### src/rtl/instr_mem_loader_pkg.sv
// Purpose: shared types and constants for the instruction-memory loader.
// Contents: FSM state encoding, word/byte geometry, address step.
package instr_mem_loader_pkg;

   typedef enum logic [1:0] {
      IDLE   = 2'd0,
      RECV   = 2'd1,
      WRITE  = 2'd2,
      FINISH = 2'd3
   } state_e;

   localparam int unsigned BYTES_PER_WORD = 4;
   localparam int unsigned ADDR_STEP      = 4;
   localparam int unsigned BYTE_W         = 8;
   localparam int unsigned WORD_W         = BYTES_PER_WORD * BYTE_W;
   localparam int unsigned BIDX_W         = $clog2(BYTES_PER_WORD);

endpackage

### src/rtl/instr_mem_loader_byte_assembler.sv
// Purpose: packs accepted bytes big-endian into a 32-bit word.
// Ports:
//   clk, reset     - clock, synchronous active-high reset
//   clear          - drop any partial word and restart at byte 0
//   accept         - byte_data is consumed this cycle
//   byte_data      - stream byte
//   word           - assembled word (first byte lands in [31:24] after four shifts)
//   word_full      - high in the cycle the fourth byte of a word is accepted
module instr_mem_loader_byte_assembler
   import instr_mem_loader_pkg::*;
(
   input  logic              clk,
   input  logic              reset,
   input  logic              clear,
   input  logic              accept,
   input  logic [BYTE_W-1:0] byte_data,
   output logic [WORD_W-1:0] word,
   output logic              word_full
);

   logic [BIDX_W-1:0] cnt_q;
   logic [WORD_W-1:0] word_q;

   // Left shift: after four accepts the first byte sits in the MSB lane.
   always_ff @(posedge clk) begin
      if (reset || clear) begin
         cnt_q  <= '0;
         word_q <= '0;
      end else if (accept) begin
         word_q <= {word_q[WORD_W-BYTE_W-1:0], byte_data};
         cnt_q  <= cnt_q + BIDX_W'(1);
      end
   end

   assign word      = word_q;
   assign word_full = accept && (cnt_q == BIDX_W'(BYTES_PER_WORD - 1));

endmodule

### src/rtl/instr_mem_loader.sv
// Purpose: fills instruction memory from a byte stream while holding the core in reset.
// Ports:
//   clk, reset            - clock, synchronous active-high reset
//   start, load_len       - begin a load of load_len words (honoured only when idle)
//   abort                 - cancel a load while receiving bytes
//   byte_valid/byte_data  - byte stream in; byte_ready out
//   imem_we/addr/wdata    - instruction memory write port
//   cpu_reset             - processor core reset
//   busy, done, error     - load status; done/error are one-cycle pulses
module instr_mem_loader
   import instr_mem_loader_pkg::*;
#(
   parameter  int unsigned Data_Width  = 32,
   parameter  int unsigned Addr_Width  = 32,
   parameter  int unsigned Depth_Words = 64,
   parameter  int unsigned Base_Addr   = 0,
   parameter  int unsigned Boot_Hold   = 1,
   localparam int unsigned LEN_W       = $clog2(Depth_Words + 1)
) (
   input  logic                  clk,
   input  logic                  reset,
   input  logic                  start,
   input  logic [LEN_W-1:0]      load_len,
   input  logic                  abort,
   input  logic                  byte_valid,
   input  logic [BYTE_W-1:0]     byte_data,
   output logic                  byte_ready,
   output logic                  imem_we,
   output logic [Addr_Width-1:0] imem_addr,
   output logic [Data_Width-1:0] imem_wdata,
   output logic                  cpu_reset,
   output logic                  busy,
   output logic                  done,
   output logic                  error
);

   localparam logic [Addr_Width-1:0] BASE    = Addr_Width'(Base_Addr);
   localparam logic [Addr_Width-1:0] STEP    = Addr_Width'(ADDR_STEP);
   localparam logic [LEN_W-1:0]      MAX_LEN = LEN_W'(Depth_Words);

   state_e                state_q, state_d;
   logic [LEN_W-1:0]      len_q, len_d;
   logic [LEN_W-1:0]      widx_q, widx_d;
   logic [Addr_Width-1:0] addr_q, addr_d;
   logic                  ready_q, ready_d;
   logic                  we_q, we_d;
   logic                  busy_q, busy_d;
   logic                  done_q, done_d;
   logic                  error_q, error_d;
   logic                  cpu_reset_q, cpu_reset_d;
   logic                  boot_q;

   logic                  asm_clear;
   logic                  asm_accept;
   logic                  asm_full;
   logic [WORD_W-1:0]     asm_word;

   // Abort wins over a byte offered in the same cycle, so the partial word is dropped cleanly.
   assign asm_accept = (state_q == RECV) && ready_q && byte_valid && !abort;

   instr_mem_loader_byte_assembler u_asm (
      .clk       (clk),
      .reset     (reset),
      .clear     (asm_clear),
      .accept    (asm_accept),
      .byte_data (byte_data),
      .word      (asm_word),
      .word_full (asm_full)
   );

   // Next-state and registered-output logic.
   always_comb begin
      state_d     = state_q;
      len_d       = len_q;
      widx_d      = widx_q;
      addr_d      = addr_q;
      we_d        = 1'b0;
      done_d      = 1'b0;
      error_d     = 1'b0;
      busy_d      = busy_q;
      cpu_reset_d = cpu_reset_q;
      asm_clear   = 1'b0;

      // Without boot hold the core is released on the first cycle out of reset.
      if ((Boot_Hold == 0) && boot_q) cpu_reset_d = 1'b0;

      case (state_q)
         IDLE: begin
            if (start) begin
               if ((load_len != '0) && (load_len <= MAX_LEN)) begin
                  state_d     = RECV;
                  len_d       = load_len;
                  widx_d      = '0;
                  addr_d      = BASE;
                  cpu_reset_d = 1'b1;
                  busy_d      = 1'b1;
                  asm_clear   = 1'b1;
               end else begin
                  error_d = 1'b1;
               end
            end
         end
         RECV: begin
            // Core stays in reset after abort: memory contents are incomplete.
            if (abort) begin
               state_d   = IDLE;
               busy_d    = 1'b0;
               error_d   = 1'b1;
               asm_clear = 1'b1;
            end else if (asm_full) begin
               state_d = WRITE;
               we_d    = 1'b1;
            end
         end
         WRITE: begin
            addr_d = addr_q + STEP;
            widx_d = widx_q + LEN_W'(1);
            if (widx_d == len_q) begin
               state_d     = FINISH;
               busy_d      = 1'b0;
               done_d      = 1'b1;
               cpu_reset_d = 1'b0;
            end else begin
               state_d = RECV;
            end
         end
         FINISH: state_d = IDLE;
         default: state_d = IDLE;
      endcase

      ready_d = (state_d == RECV);
   end

   // State and output registers.
   always_ff @(posedge clk) begin
      if (reset) begin
         state_q     <= IDLE;
         len_q       <= '0;
         widx_q      <= '0;
         addr_q      <= BASE;
         ready_q     <= 1'b0;
         we_q        <= 1'b0;
         busy_q      <= 1'b0;
         done_q      <= 1'b0;
         error_q     <= 1'b0;
         cpu_reset_q <= 1'b1;
         boot_q      <= 1'b1;
      end else begin
         state_q     <= state_d;
         len_q       <= len_d;
         widx_q      <= widx_d;
         addr_q      <= addr_d;
         ready_q     <= ready_d;
         we_q        <= we_d;
         busy_q      <= busy_d;
         done_q      <= done_d;
         error_q     <= error_d;
         cpu_reset_q <= cpu_reset_d;
         boot_q      <= 1'b0;
      end
   end

   assign byte_ready = ready_q;
   assign imem_we    = we_q;
   assign imem_addr  = addr_q;
   assign imem_wdata = Data_Width'(asm_word);
   assign cpu_reset  = cpu_reset_q;
   assign busy       = busy_q;
   assign done       = done_q;
   assign error      = error_q;

endmodule

### config.mk
export PLATFORM = sky130hd
export DESIGN_NAME = instr_mem_loader
export DESIGN_NICKNAME = d
export VERILOG_FILES = /design/src/rtl/instr_mem_loader_pkg.sv /design/src/rtl/instr_mem_loader_byte_assembler.sv /design/src/rtl/instr_mem_loader.sv
export SDC_FILE = /design/constraint.sdc
export NUM_CORES = 1
export LEC_CHECK = 0
export BUFFER_PORTS_ARGS = -buffer_cell sky130_fd_sc_hd__clkbuf_2
export CAP_MARGIN = 20
export CORE_ASPECT_RATIO = 1.1
export CORE_UTILIZATION = 50
export CTS_CLUSTER_DIAMETER = 80
export CTS_CLUSTER_SIZE = 16
export DETAILED_ROUTE_END_ITERATION = 6
export HOLD_SLACK_MARGIN = 0.12
export PLACE_DENSITY_LB_ADDON = 0.08
export SYNTH_ARGS = -nofsm -noshare
export SYNTH_HDL_FRONTEND = slang
export SYNTH_SLANG_ARGS = --single-unit
### constraint.sdc
create_clock -name clk -period 2.8 [get_ports clk]
set_clock_uncertainty 0.15 [all_clocks]
set_input_delay 0.14 -clock clk [delete_from_list [all_inputs] [get_ports clk]]
set_output_delay 0.14 -clock clk [all_outputs]
set_load 0.1 [all_outputs]
=== Yosys cells after proc, flatten, opt, wreduce, memory -nomap -nowiden ===
Cells that the tools add are included.

* Register bits: 88
* Bits of input ports: 20
* Logic and storage cells: 72

* $add $sub $neg: 3
* $lt $le $gt $ge: 1
* Equality and inequality tests: 10
* Muxes and demuxes: 27
* Bitwise operators: 2
* Reduce and logical (&&, ||, !) cells: 17

{| class="wikitable"
|+ Operators by type and width
! operator !! number
|-
| 32-bit 2-to-1 mux || 2
|-
| 32-bit case mux with 2 select lines || 1
|-
| 32-bit by 3-bit adder with 32-bit output (second input constant) || 1
|-
| 7-bit 2-to-1 mux || 2
|-
| 7-bit case mux with 2 select lines || 1
|-
| 1-bit 2-to-1 mux || 11
|-
| 2-bit 2-to-1 mux || 5
|-
| 2-bit inequality test (second input constant) || 4
|-
| 2-bit case mux with 4 select lines || 1
|-
| 7-bit by 1-bit adder with 7-bit output (second input constant) || 1
|-
| 7-bit == test || 1
|-
| 7-bit <= comparator (second input constant) || 1
|-
| 7-bit nonzero test || 1
|-
| 2-bit == test (second input constant) || 3
|-
| 1-bit case mux with 2 select lines || 3
|-
| 3-bit AND reduction || 2
|-
| 1-bit logical AND || 5
|-
| 5-bit AND reduction || 1
|-
| 2-bit by 1-bit == test with 1-bit output (second input constant) || 2
|-
| 4-bit AND reduction || 1
|-
| 1-bit case mux with 3 select lines || 1
|-
| 3-bit nonzero test || 1
|-
| 3-bit OR reduction || 1
|-
| 2-bit by 1-bit adder with 2-bit output (second input constant) || 1
|-
| 6 further kinds || 7
|}

=== Logic depth before layout (Yosys ltp) ===
Gate-level depths: netlist (run 1).

* Word-level depth: 9
* Mapped depth: 10
* Gate-level depth less buffers: 7

=== Hierarchy ===
From an unflattened synthesis (run 1), not the netlist that was laid out.

* Cells, all modules: 418
* Area total of the unflattened synthesis: 3875.0 um^2

{| class="wikitable"
|+ By module, submodules not included
! module !! times used !! cells each !! area an instance (um^2) !! seq. area each (um^2)
|-
| instr_mem_loader || 1 || 305 || 2598.7 || 1041.0
|-
| instr_mem_loader_byte_assembler || 1 || 113 || 1276.2 || 680.7
|}

=== Least setup slack after synthesis (run 1) ===
No wires, ideal clock.

* Path type: reg-to-reg
* From: register addr_q[9] (netlist: imem_addr[9])
* To: register addr_q[28] (netlist: imem_addr[28])
* Setup time: 63 ps
* Arrival: 2685 ps
* Required time: 2587 ps
* Slack: -97 ps
* Cell stages (with the launch flop): 6
* Buffers on the path: 0
* Clock period less this slack: 2897 ps
* Cells stage by stage: dfxtp_1 nand4_1 nor4_1 nand4_1 or4_1 nand2_1

* Longest elaborated chain between the ends: 2

{| class="wikitable"
|+ Ends and longest elaborated chain
! element !! RTL line !! RTL
|-
| start, declared || instr_mem_loader.sv:44 || <nowiki>logic [Addr_Width-1:0] addr_q, addr_d;</nowiki>
|-
| start signal, assigned || instr_mem_loader.sv:152 || <nowiki>addr_q <= addr_d;</nowiki>
|-
| 32-bit by 3-bit adder with 32-bit output || instr_mem_loader.sv:116 || <nowiki>addr_d = addr_q + STEP;</nowiki>
|-
| 32-bit case mux with 2 select lines || instr_mem_loader.sv:87 || <nowiki>case (state_q)</nowiki>
|}

Every way passes these cells.
A chain may end at the register's enable or synchronous reset.

=== Worst setup path after layout (run 1) ===
* From: input port load_len[4]
* To: register len_q[4]

* Longest elaborated chain between the ends: 3
* Elaborated cells on any way between the ends: 4

{| class="wikitable"
|+ Ends and longest elaborated chain
! element !! RTL line !! RTL
|-
| start, declared || instr_mem_loader.sv:23 || <nowiki>input logic [LEN_W-1:0] load_len,</nowiki>
|-
| 7-bit <= comparator or 7-bit nonzero test (tied branches) || instr_mem_loader.sv:90 || <nowiki>if ((load_len != '0) && (load_len <= MAX_LEN)) begin</nowiki>
|-
| 1-bit logical AND || instr_mem_loader.sv:90 ||
|-
| 3-bit AND reduction (no source line) || -- ||
|-
| end signal, assigned || instr_mem_loader.sv:150 || <nowiki>len_q <= len_d;</nowiki>
|-
| end, declared || instr_mem_loader.sv:42 || <nowiki>logic [LEN_W-1:0] len_q, len_d;</nowiki>
|}

Several ways; a longest one is shown, not always the timed one.

==> results of run 1 <==
[routing by layer]
| metal | up-vias | share of wire, % | wire (um) | track usage [%] |
|---|---|---|---|---|
| li1 | 1973 | - | - | - |
| met1 | 1806 | 46 | 4610 | 31.6 |
| met2 | 116 | 48 | 4780 | 39.2 |
| met3 | 18 | 4.1 | 411 | 2.89 |
| met4 | 0 | 2.0 | 200 | 9.93 |
| met5 | - | 0 | 0 | 0 |
[final cells by class]
class | count | area (sq um)
multi-input combinational | 366 | 2230
timing repair buffer | 127 | 811
tap | 108 | 135
fill | 753 | 2860
sequential | 86 | 1730
inverter | 8 | 30.0
clock buffer | 9 | 124
clock inverter | 7 | 80.1
[through the flow]
stage,cell area (sq um),utilization [%],hold WS (ns),total power [mW]
finish,5140,64.2,0.180,2.40
global route,5140,64.2,0.235,2.50
CTS,5130,64.1,0.181,2.43
detailed placement,4670,58.4,0.225,1.50
global placement,4670,58.4,0.224,1.49
floorplan,4170,-,0.130,1.45
[where the power goes]
part | total, mW | switching, mW | internal (mW)
clock | 0.906 | 0.481 | 0.425
combinational | 0.254 | 0.165 | 0.0885
sequential | 1.24 | 0.00986 | 1.23
total | 2.40 | 0.657 | 1.75
[worst max-delay path, delay by kind of cell]
| kind | cells | cell delay (ns) |
|---|---|---|
| buf+inv | 3 | 1.24 |
| simple gates | 4 | 1.22 |
| mux | 1 | 0.21 |
[worst max-delay path by stage]
stage | start | cells after the start | slack [ns] | to
2_1_floorplan | imem_addr[16]$_SDFFE_PP0P_ | 5 | 0.004 | imem_addr[28]$_SDFFE_PP0P_
3_3_place_gp | load_len[3] | 7 | 0.40 | u_asm.word[14]$_SDFFE_PP0P_
3_5_place_dp | load_len[3] | 7 | 0.32 | u_asm.cnt_q[0]$_SDFFE_PP0P_
4_1_cts | load_len[4] | 8 | 0.02 | len_q[4]$_SDFFE_PP0P_
5_1_grt | load_len[4] | 8 | 0.05 | len_q[4]$_SDFFE_PP0P_
6_report | load_len[4] | 8 | 0.1 | len_q[4]$_SDFFE_PP0P_
[cells in the final DEF (no fill, tap or decap), drive strengths merged, types with 4 or more instances in the layout]
cell type,count
ha,6
or4,18
xor2,5
nor4,9
nand2b,10
nor3,6
o211ai,7
o21ai,7
clkbuf,96
and3,4
o31ai,11
nand4,12
a211oi,5
a22oi,4
xnor2,7
nor2,23
dlygate4sd3,25
mux2i,16
inv,11
a21oi,60
nand3,22
nand2,101
or3,6
dfxtp,86
buf,15
[state kept, by name, indices dropped and copies added (netlist names)]
signal / flops
done: 1
cpu_reset: 1
imem_addr: 30
widx_q: 7
byte_ready: 1
error: 1
imem_we: 1
len_q: 7
u_asm.word: 32
state_q: 2
busy: 1
u_asm.cnt_q: 2
[what timing repair did]
| item | CTS | global route |
|---|---|---|
| endpoints found under the hold margin | 26 | 0 |
| gates resized for setup | 0 | 3 |
| setup endpoints to repair | 0 | 6 |
| hold buffers | 25 | 0 |
[kinds of logic after synthesis]
group | after synthesis
buffers and inverters | 45
flip-flops | 86
AO/OA/AOI/OAI | 108
XOR/XNOR | 12
multiplexers | 17
other | 1
AND/OR/NAND/NOR | 221
adder cells (fa/ha/maj) | 6
==> out/metrics.yaml, run 1 <==
synth_xor_xnor_area_share_pct: 2.53
cap_violations: 0
rows: 34
setup_viol: 0
status: "completed"
drt_pass1_iterations: 5
final_nets: 624
portBuffers: 87
yosys_warnings: 0
hold_end: "imem_we$_SDFF_PP0_"
slowest_delay_ns: 0.56
initialDrtViolationCount: 248
die_y_um: 97.6
place_congestion: 0.845
start_util_pct: 51.9
grt_max_degree: 50
yosysTopAreaCellShare_pct: 41.4
instances_no_fill: 711
slew_viol_final: 0
crit_top_cell: "dlygate4sd3_1"
grtUsageTotal_pct: 24.0
drive_gt1_share_pct: 27.2
die-width_um: 88.9
ys_types: 50
fp.coreArea_sq_um: 8000
cts.sinks: 86
syn_inst: 496
async_flop_share_pct: 0
dpl_worst_slack_ns: 0.316
hold_viol: 0
reg2reg_slack_ns: 0.37
fmax_ghz: 0.370
numCtsBuffers: 9
reg2reg_to: "len_q[4]$_SDFFE_PP0P_"
overflow: 0
n_antenna_cell: 0
fin_crit_ns: 2.70
dpl.cell_count: 670
worstHoldStart: "byte_valid"
synth.area.mux_share_pct: 4.13
hold_class: "in2reg"
synth_common_cells: "nand2_1 (101), dfxtp_1 (86), a21oi_1 (31), a21oi_2 (29), nor2_1 (23)"
worstPathArrival_ns: 2.81
tightest_slew_ns: 0.577
drt-vias-per-instance: 5.50
synth_area_leaders: "dfxtp_1 (41%), nand2_1 (9.1%), a21oi_2 (6.1%)"
worst-r2r-cell-count: 7
critPathCaptureType: "register"
finalSetupTns_ns: 0
period_share_pct: 96.5
ioPinCount: 90
detail-route-antenna-nets: 0
yosys.area_share.simple_pct: 26.0
synth_compound_area_share_pct: 18.6
syn_area_per_cell_sq_um: 8.37
clkLatencyLatePin_ns: 0.36
area_delta_synth_final_pct: 23.7
synth_area_sq_um: 4150
ys_seq_area_share_pct: 41.4
rr_startpoint: "state_q[1]$_SDFF_PP0_"
power_density_nw_per_um2: 468
p_leak_nw: 1.89
clk_pin_slew_worst_paths_ns: 0.09
slew_headroom_pct: 61.4
synth_top_family_by_area: "simple AND/OR/NAND/NOR gates"
wl_um: 10000
cts_root_buf: "clkbuf_8"
grt_antenna_before_repair: 0
cts_tree: "yes"
path_class: "in2reg"
drt-wirelength-per-cell_um: 14.1
grt_pass1_wl_um: 16500
grt_pass1_vias: 3557
cts_buffer_depth: 2
postCtsSetupBuffers: 0
ys_ff_latch: 86
synth_ff_type: "dfxtp_1"
holdPathStages: 4
htree_levels: 3
rsz0062_at_grt: "false"
synth-edff-count: 0
yosys.area.top_type: "dfxtp_1"
die-area_sq_um: 8680
hpwlAfterDp_um: 6600
synth.most_common_cell: "nand2_1"
slowest_stage: "dlygate4sd3_1"
synthAdderAreaFrac_pct: 1.81
peakVddDrop_mv: 0.299
path_cells: "dlygate4sd3_1 > clkbuf_2 > or4_4 > or3_4 > and3_4 > mux2i_2 > nor2_1 > dlygate4sd3_1"
crit_required_ns: 2.91
start_kind: "input pin"
drc: 0
crit_fanout: 7
vias: 3913
setup_ws_ns: 0.0983
(Power assumes the default switching activity.)
==> run 2: changes to the inputs <==
--- a/config.mk
+++ b/config.mk
@@ -14,6 +14,7 @@
 export DETAILED_ROUTE_END_ITERATION = 6
 export HOLD_SLACK_MARGIN = 0.12
 export PLACE_DENSITY_LB_ADDON = 0.08
+export SETUP_SLACK_MARGIN = 0.2
 export SYNTH_ARGS = -nofsm -noshare
 export SYNTH_HDL_FRONTEND = slang
 export SYNTH_SLANG_ARGS = --single-unit
==> run 2 against run 1 <==
  * Clock power is 5.5% higher
  * Worst setup slack better by 0.075 ns
  * Die area did not move
  * Cell count stayed put
  * Utilization rose by 1.0 points
  * Largest cell class unchanged
  * Maximum frequency increased by 2.8%
  * Via count grew 1.7%
==> out/metrics.yaml, run 2 (synthesis gave the netlist of run 1 again) <==
htree_levels: 3
status: "completed"
grt_pass1_wl_um: 16300
drc: 0
crit_start: "load_len[4]"
slew_headroom_pct: 52.2
met3_length_um: 348
crit_fanout: 8
final_cell_mix: "nand2_1 (101), clkbuf_2 (84), dfxtp_1 (71)"
clk_pin_slew_worst_paths_ns: 0.08
ioPinCount: 90
vias: 3979
grt_pass1_vias: 3520
path_class: "in2reg"
drt-wirelength-per-cell_um: 14.7
dr.max_layer_used: "met4"
initialDrtViolationCount: 211
period_share_pct: 93.8
start_kind: "input pin"
hpwlAfterDp_um: 6530
instances_no_fill: 711
die-area_sq_um: 8680
hold_class: "in2reg"
grt_max_degree: 59
detail-route-antenna-nets: 0
slew_viol_final: 0
crit_path_end: "widx_q[3]$_SDFFE_PP0P_"
peakVddDrop_mv: 0.269
grtUsageTotal_pct: 23.9
final_nets: 624
path_cells: "dlygate4sd3_1 > buf_6 > or4_4 > or3_4 > a32oi_4 > clkbuf_16 > a21oi_1 > a211oi_1"
largest_register_ffs: 32
numCtsBuffers: 9
drt-vias-per-instance: 5.60
rr_startpoint: "state_q[1]$_SDFF_PP0_"
cts_buffer_depth: 2
rsz0062_at_grt: "true"
drt-met1-wl_um: 4780
hold_viol: 0
dpl_worst_slack_ns: 0.427
die_y_um: 97.6
n_antenna_cell: 0
place_congestion: 0.843
finalSetupTns_ns: 0
wl_met2_um: 5150
p_leak_nw: 1.91
reg2reg_to: "len_q[6]$_SDFFE_PP0P_"
slowest_delay_ns: 0.56
portBuffers: 87
fp.coreArea_sq_um: 8000
cap_violations: 0
setup_viol: 0
fmax_ghz: 0.381
slowest_stage: "dlygate4sd3_1"
drt_pass1_iterations: 4
fin_crit_ns: 2.63
overflow: 0
area_delta_synth_final_pct: 25.7
tightest_slew_ns: 0.715
power_density_nw_per_um2: 473
critPathCaptureType: "register"
die-width_um: 88.9
dpl.cell_count: 670
worst-r2r-cell-count: 8
worstHoldStart: "load_len[5]"
grt_antenna_before_repair: 0
clkLatencyLatePin_ns: 0.36
wl_um: 10500
final_common_cell: "nand2_1"
reg2reg_slack_ns: 0.35
crit_required_ns: 2.92
cts_tree: "yes"
drive_gt1_share_pct: 29.5
cts.sinks: 86
cts_root_buf: "clkbuf_8"
worstPathArrival_ns: 2.75
start_util_pct: 51.9
rows: 34
setup_ws_ns: 0.173
==> run 2: cell count changes in the layout (fill, tap and decap cells not counted), moves of 2 or more <==
cell,previous run,this run
buf_4,14,16
dlygate4sd3_1,25,19
nor4_2,0,2
dfxtp_2,7,15
nor4_1,9,6
clkbuf_2,87,84
dfxtp_1,79,71
buf_6,0,6
clkbuf_1,0,2
==> run 2: critical path, delay by kind of cell <==
kind	cells	cell delay, ns
buffers and inverters	3	0.94
AND/OR/NAND/NOR	2	0.96
AO/OA/AOI/OAI	3	0.70
==> run 2: per-stage QoR <==
stage | hold slack, ns | total power [mW] | utilization (%) | instance area (sq um)
after floorplan | 0.130 | 1.45 | - | 4180
after global routing | 0.141 | 2.55 | 65.3 | 5220
final | 0.121 | 2.47 | 65.3 | 5220
after CTS | 0.207 | 2.46 | 63.7 | 5100
after detailed placement | 0.225 | 1.49 | 58.6 | 4680
after global placement | 0.223 | 1.49 | 58.6 | 4680
==> run 2: per-layer routing <==
metal,GRT usage [%],vias to the layer above
met5,0,-
met4,9.55,0
met3,3.31,15
met2,39.6,102
met1,30.9,1899
li1,-,1963
==> run 2: worst min-delay path by stage <==
| stage | to | slack, ns | cells after the start |
|---|---|---|---|
| after floorplan | error$_SDFF_PP0_ | 0.13 | 2 |
| after CTS | imem_we$_SDFF_PP0_ | 0.21 | 4 |
| after global placement | u_asm.word[1]$_SDFFE_PP0P_ | 0.22 | 3 |
| after detailed placement | u_asm.word[1]$_SDFFE_PP0P_ | 0.22 | 3 |
| after global routing | len_q[5]$_SDFFE_PP0P_ | 0.14 | 4 |
| final | len_q[5]$_SDFFE_PP0P_ | 0.12 | 4 |
==> run 2: report_power, final <==
part / total, mW / switching [mW] / internal [mW]
combinational: 0.269 / 0.174 / 0.0949
clock: 0.956 / 0.451 / 0.505
sequential: 1.24 / 0.00928 / 1.23
==> run 2: what timing repair did <==
action | CTS | global route
setup buffers | 0 | 2
hold buffers | 20 | 0
endpoints found under the setup margin | 0 | 20
gates resized for setup | 0 | 19
endpoints found under the hold margin | 21 | 0
==> run 2: area by class of cell <==
| type | count | area, sq um |
|---|---|---|
| clock buffers | 11 | 131 |
| clock inverters | 5 | 81.3 |
| fillers | 686 | 2780 |
| inverters | 8 | 30.0 |
| multi-input cells | 366 | 2270 |
| flip-flops and latches | 86 | 1740 |
| well taps | 108 | 135 |
| repair buffers | 127 | 836 |
